--- config.mk ---
export PLATFORM = sky130hd
export DESIGN_NAME = nabp_image_writeback
export DESIGN_NICKNAME = d
export VERILOG_FILES = /design/src/rtl/nabp_image_writeback.sv
export SDC_FILE = /design/constraint.sdc
export NUM_CORES = 1
export LEC_CHECK = 0
export ABC_AREA = 1
export ABC_CLOCK_PERIOD_IN_PS = 9900
export BUFFER_PORTS_ARGS = -buffer_cell sky130_fd_sc_hd__buf_2
export CAP_MARGIN = 10
export CORE_MARGIN = 2
export CORE_UTILIZATION = 57
export CTS_CLUSTER_DIAMETER = 80
export DETAILED_ROUTE_END_ITERATION = 7
export PLACE_DENSITY = 0.78
export SLEW_MARGIN = 10
export SYNTH_ARGS = -nofsm -noshare
export SYNTH_HDL_FRONTEND = slang
export SYNTH_SLANG_ARGS = --single-unit
export TNS_END_PERCENT = 10
--- constraint.sdc ---
create_clock -name clk -period 9.9 [get_ports clk]
set_clock_uncertainty 0.2 [all_clocks]
set_input_delay 1.98 -clock clk [delete_from_list [all_inputs] [get_ports clk]]
set_output_delay 1.98 -clock clk [all_outputs]
set_load 0.03 [all_outputs]
--- src/rtl/nabp_image_writeback.sv ---
// Image write-back stage: buffers {address, value} words from the image
// addresser in a small FIFO and streams them into the image SRAM, one pass
// at a time, with back-pressure to upstream via ir_enable.
//
// state | meaning
// ------+------------------------------------------------------------
// IDLE  | waiting for ir_kick; any word presented here is an error
// RUN   | accepting words from upstream and writing them to SRAM
// DRAIN | upstream finished; flushing the remaining FIFO contents
// DONE  | single cycle, wb_done asserted, then back to IDLE

`ifndef kImageAddressLength
`define kImageAddressLength 16
`endif
`ifndef kCacheDataLength
`define kCacheDataLength 32
`endif

module nabp_image_writeback #(
   parameter int kAddrWidth = `kImageAddressLength,
   parameter int kDataWidth = `kCacheDataLength,
   parameter int kFifoDepth = 8,
   parameter int kSlack     = 2
) (
   input  logic                  clk,
   input  logic                  reset_n,
   input  logic                  ir_kick,
   input  logic                  ir_done,
   input  logic                  ir_addr_valid,
   input  logic [kAddrWidth-1:0] ir_addr,
   input  logic [kDataWidth-1:0] ir_val,
   output logic                  ir_enable,
   output logic                  mem_wr_req,
   input  logic                  mem_wr_ack,
   output logic [kAddrWidth-1:0] mem_addr,
   output logic [kDataWidth-1:0] mem_data,
   output logic                  wb_done,
   output logic                  wb_error,
   output logic [kAddrWidth:0]   wb_count
);

   localparam int kPtrWidth = $clog2(kFifoDepth);
   localparam int kOccWidth = kPtrWidth + 1;

   localparam logic [kOccWidth-1:0]  kOccFull  = kOccWidth'(kFifoDepth);
   localparam logic [kOccWidth-1:0]  kOccLimit = kOccWidth'(kFifoDepth - kSlack);
   localparam logic [kOccWidth-1:0]  kOccOne   = kOccWidth'(1);
   localparam logic [kPtrWidth-1:0]  kPtrOne   = kPtrWidth'(1);
   localparam logic [kAddrWidth:0]   kCountOne = (kAddrWidth+1)'(1);

   typedef enum logic [1:0] {
      S_IDLE  = 2'd0,
      S_RUN   = 2'd1,
      S_DRAIN = 2'd2,
      S_DONE  = 2'd3
   } state_t;

   state_t state_q;
   state_t state_d;

   logic [kAddrWidth-1:0] fifo_addr [kFifoDepth];
   logic [kDataWidth-1:0] fifo_data [kFifoDepth];
   logic [kPtrWidth-1:0]  rd_ptr;
   logic [kPtrWidth-1:0]  wr_ptr;
   logic [kOccWidth-1:0]  occ;
   logic [kOccWidth-1:0]  occ_d;

   logic fifo_empty;
   logic fifo_full;
   logic kick;
   logic push;
   logic pop;
   logic drop;

   // FIFO strobes and next occupancy. A full FIFO still accepts a word when
   // the head leaves on the same edge, since occupancy does not grow.
   always_comb begin
      fifo_empty = (occ == '0);
      fifo_full  = (occ == kOccFull);
      kick       = (state_q == S_IDLE) && ir_kick;
      pop        = mem_wr_req && mem_wr_ack;
      push       = (state_q == S_RUN) && ir_addr_valid && (!fifo_full || pop);
      drop       = ir_addr_valid && !push;
      occ_d      = occ;
      if (kick) begin
         occ_d = '0;
      end else if (push && !pop) begin
         occ_d = occ + kOccOne;
      end else if (pop && !push) begin
         occ_d = occ - kOccOne;
      end
   end

   // State register.
   always_ff @(posedge clk or negedge reset_n) begin
      if (!reset_n) begin
         state_q <= S_IDLE;
      end else begin
         state_q <= state_d;
      end
   end

   // Next-state logic; stray kicks and dones in other states fall through.
   always_comb begin
      state_d = state_q;
      case (state_q)
         S_IDLE:  if (ir_kick)    state_d = S_RUN;
         S_RUN:   if (ir_done)    state_d = S_DRAIN;
         S_DRAIN: if (fifo_empty) state_d = S_DONE;
         S_DONE:                  state_d = S_IDLE;
         default:                 state_d = S_IDLE;
      endcase
   end

   // Outputs decoded from state and FIFO head; address/data forced to zero
   // whenever no request is pending so reset and idle look clean.
   always_comb begin
      mem_wr_req = !fifo_empty && ((state_q == S_RUN) || (state_q == S_DRAIN));
      wb_done    = (state_q == S_DONE);
      mem_addr   = '0;
      mem_data   = '0;
      if (mem_wr_req) begin
         mem_addr = fifo_addr[rd_ptr];
         mem_data = fifo_data[rd_ptr];
      end
   end

   // Pointers, occupancy, pass counters and the registered back-pressure flag.
   always_ff @(posedge clk or negedge reset_n) begin
      if (!reset_n) begin
         rd_ptr    <= '0;
         wr_ptr    <= '0;
         occ       <= '0;
         wb_count  <= '0;
         wb_error  <= 1'b0;
         ir_enable <= 1'b0;
      end else begin
         if (kick) begin
            rd_ptr   <= '0;
            wr_ptr   <= '0;
            wb_count <= '0;
            wb_error <= 1'b0;
         end else begin
            if (push) begin
               wr_ptr <= wr_ptr + kPtrOne;
            end
            if (pop) begin
               rd_ptr <= rd_ptr + kPtrOne;
               if (wb_count != '1) begin
                  wb_count <= wb_count + kCountOne;
               end
            end
            if (drop) begin
               wb_error <= 1'b1;
            end
         end
         occ       <= occ_d;
         ir_enable <= (state_d == S_RUN) && (occ_d < kOccLimit);
      end
   end

   // FIFO storage; contents are don't-care until written, so no reset.
   always_ff @(posedge clk) begin
      if (push) begin
         fifo_addr[wr_ptr] <= ir_addr;
         fifo_data[wr_ptr] <= ir_val;
      end
   end

endmodule

==> results.md <==
* Starting Density at 0.582
* Fin. Hold Viols at 0
* Initial antenna violation count at 4
* Tcrit/Tclk final at 0.606
* CP startpoint kind: register
* Pin count of the biggest net entering global routing at 101
* Relative slew slack at 0.260
* CP bufs+invs at 3
* Hold Buf Count CTS at 0
* Vias at 11027
* Async SR Flop Fraction at 0.0747
* Library cells used by synthesis at 39
* Crit path DAT at 3810 ps
* Register bit total from synthesis at 415
* Crit path top cell by count: o21ai_0
* Die span in x at 176 um
* CP cell instances: inv_4, buf_4, o21ai_0, o22ai_1, o21ai_0, a31oi_1, buf_2
* Setup TNS at 0 ps
* Fillers at 2051
* Mapped cell area at 16800 um^2
* Total gr overflow at 0
* F_max at 0.167 GHz
* Clock buffer depth at 3
* Worst-Skew Late Latency at 540 ps
* GPL Wtd Cong at 0.814
* Share of cells above drive strength 1 at 0.147
* Clock tree from TritonCTS: yes
* Status: complete, no violations
* Clock transition at the registers of the reported paths at 60 ps
* Worst Max-Slew Pin Slew at 1110 ps
* GR Layer Usage met2 at 0.402
* PD cells at 293 nW/um^2
* DRC at 0
* Quantity of gates resized following cts at 0
* DRT iter0 DRCs at 1220
* Clk root buf: clkbuf_16
* Clock sinks at 415
* Core ar. at around 29000 um^2
* CTS buffer count at 42
* Core Rows at 62
* Die height at 176 um
* First-pass GRT wire length at around 57 mm
* Max-slew violations at 0
* Vias in the first global route at 10697
* Top FF cell, synth: edfxtp_1
* Post-synth EDFFs at 384
* Post-DRT Antenna Nets at 0
* Worst stage delay on the critical path at 860 ps
* Post-DP HPWL at 18.6 mm
* Met1 usage at 0.317
* Die area at 30900 um^2
* Port Buffers at 122
* GRT Overall Usage at 0.237
* Worst Path Required at 7720 ps
* Setup bufs post-CTS at 0
* Area grow syn2layout at 12.5%
* Worst Hold Class: register to register
* RSZ-0062 raised after global routing: false
* Synthesized instance count at between 1000 and 1500
* Initial DRT Pass Iterations at 5
* Layout Utilization at 0.655
* WL/cell at approximately 19 um
* Top delay family on crit path: buffers and inverters
* Final setup vio count at 0
* Kind of critical path: register to primary output
* Ports at 123
* Mapped Avg Cell Area at 12.4 um^2
* Final #Nets at 1524
* Wirelength, routed at 36.5 mm
* Period minus WS final at around 6000 ps
* Slowest stage cell, crit path: buf_4
* Critical Path Sink Type: primary output
* GR peak layer: met2
* Peak VDD IR at 185 uV
* Routed vias/inst at 5.87
* GRT met3 Usage at 0.0387
* YS warnings at 0
* Leakage power at 6.71 nW
* H-tree depth at 2
* Syn Nets at 1427
* Register area share after synthesis at 0.731
* Max_cap viols at 0
* CP Max Fanout at 100
[per-layer routing]
metal  wire [um]  part of all wire
met1       14800              0.41
met2       18300              0.50
met3        2620             0.072
met4         736             0.020
met5           0                 0
[cell usage after synthesis (16+ instances only)]
cell	n	area [um^2]
clkbuf_1	48	180
dfrtp_1	31	776
inv_1	33	124
nand3_1	19	95.1
buf_4	16	120
nor2_1	327	1230
edfxtp_1	384	11500
a31oi_1	49	307
nand2_1	74	278
o21ai_0	233	1170
o22ai_1	48	300
[state kept, by name (all words and copies together), names as in the netlist]
register   count
wr_ptr         3
ir_enable      1
fifo_data    256
fifo_addr    128
occ            4
wb_error       1
state_q        2
wb_count      17
rd_ptr         3
[path summary, 6_finish.rpt]
check | from | cells past startpoint | endpoint | slack, ps
hold / removal | wb_error | 2 | wb_error | 310
min in group asynchronous | reset_n | 1 | rd_ptr[0] | 1290
hold reg to reg | wb_error | 2 | wb_error | 310
setup reg to reg | state_q[1] | 9 | fifo_data[2][23] | 6460
setup / recovery | rd_ptr[0] | 7 | mem_addr[2] | 3910
max in group asynchronous | reset_n | 1 | rd_ptr[1] | 7690
[cells in the final DEF, fill, tap and decap left out, types with 10 or more instances in the layout]
cell and n:
edfxtp_1 384, nor2_1 319, o21ai_0 233, buf_2 122, nand2_1 74, a31oi_1 49
o22ai_1 48, clkbuf_16 43, inv_1 33, dfrtp_1 29, nand3_1 19, buf_4 15
o21ai_1 14, clkbuf_1 13, ha_1 11, nor2_4 10
[metrics by stage]
stage | power [W] | hold slack, ps | setup WS (ps) | instance area (um^2) | instances
after floorplan | 0.00360 | 244 | 4710 | 16800 | 1362
after global placement | 0.00407 | 259 | 4550 | 17700 | 1799
after detailed placement | 0.00412 | 264 | 4480 | 17700 | 1799
after CTS | 0.00557 | 315 | 3970 | 18900 | 1873
after global routing | 0.00583 | 334 | 3630 | 18900 | 1875
final | 0.00554 | 306 | 3910 | 18900 | 1877
[cell type report]
class / count / area [um^2] / area share
clock inverter: 18 / 129 / 0.00680
inverter: 39 / 154 / 0.00812
multi-input combinational: 824 / 4010 / 0.212
tap: 384 / 480 / 0.0254
antenna: 4 / 10.0 / 0.000528
sequential: 415 / 12300 / 0.650
clock buffer: 56 / 1120 / 0.0594
timing repair buffer: 137 / 723 / 0.0382
[where the power goes]
part	internal, W	switching [W]
registers	0.00205	0.0000895
clock network	0.000827	0.000620
logic	0.000522	0.00144
total	0.00339	0.00215
[worst reg2reg max path, stage by stage (launching register included)]
cell     delay, ps
dfrtp_1        400
inv_1          100
ha_1           360
nand3_4        200
inv_6          110
o21ai_4         80
inv_2          110
nand2_1        260
nor2_4         640
buf_4          600
[logic make-up (layout without fill, tap and decap cells)]
| group | count (synthesis) | in the layout | synth area share |
|---|---|---|---|
| other | 0 | 4 | 0 |
| flip-flops | 415 | 415 | 0.731 |
| XOR/XNOR | 10 | 10 | 0.00520 |
| AND/OR/NAND/NOR | 441 | 441 | 0.105 |
| buffers and inverters | 123 | 250 | 0.0347 |
| adder cells (fa/ha/maj) | 11 | 11 | 0.00817 |
| AO/OA/AOI/OAI | 362 | 362 | 0.117 |
(Power assumes the default switching activity.)
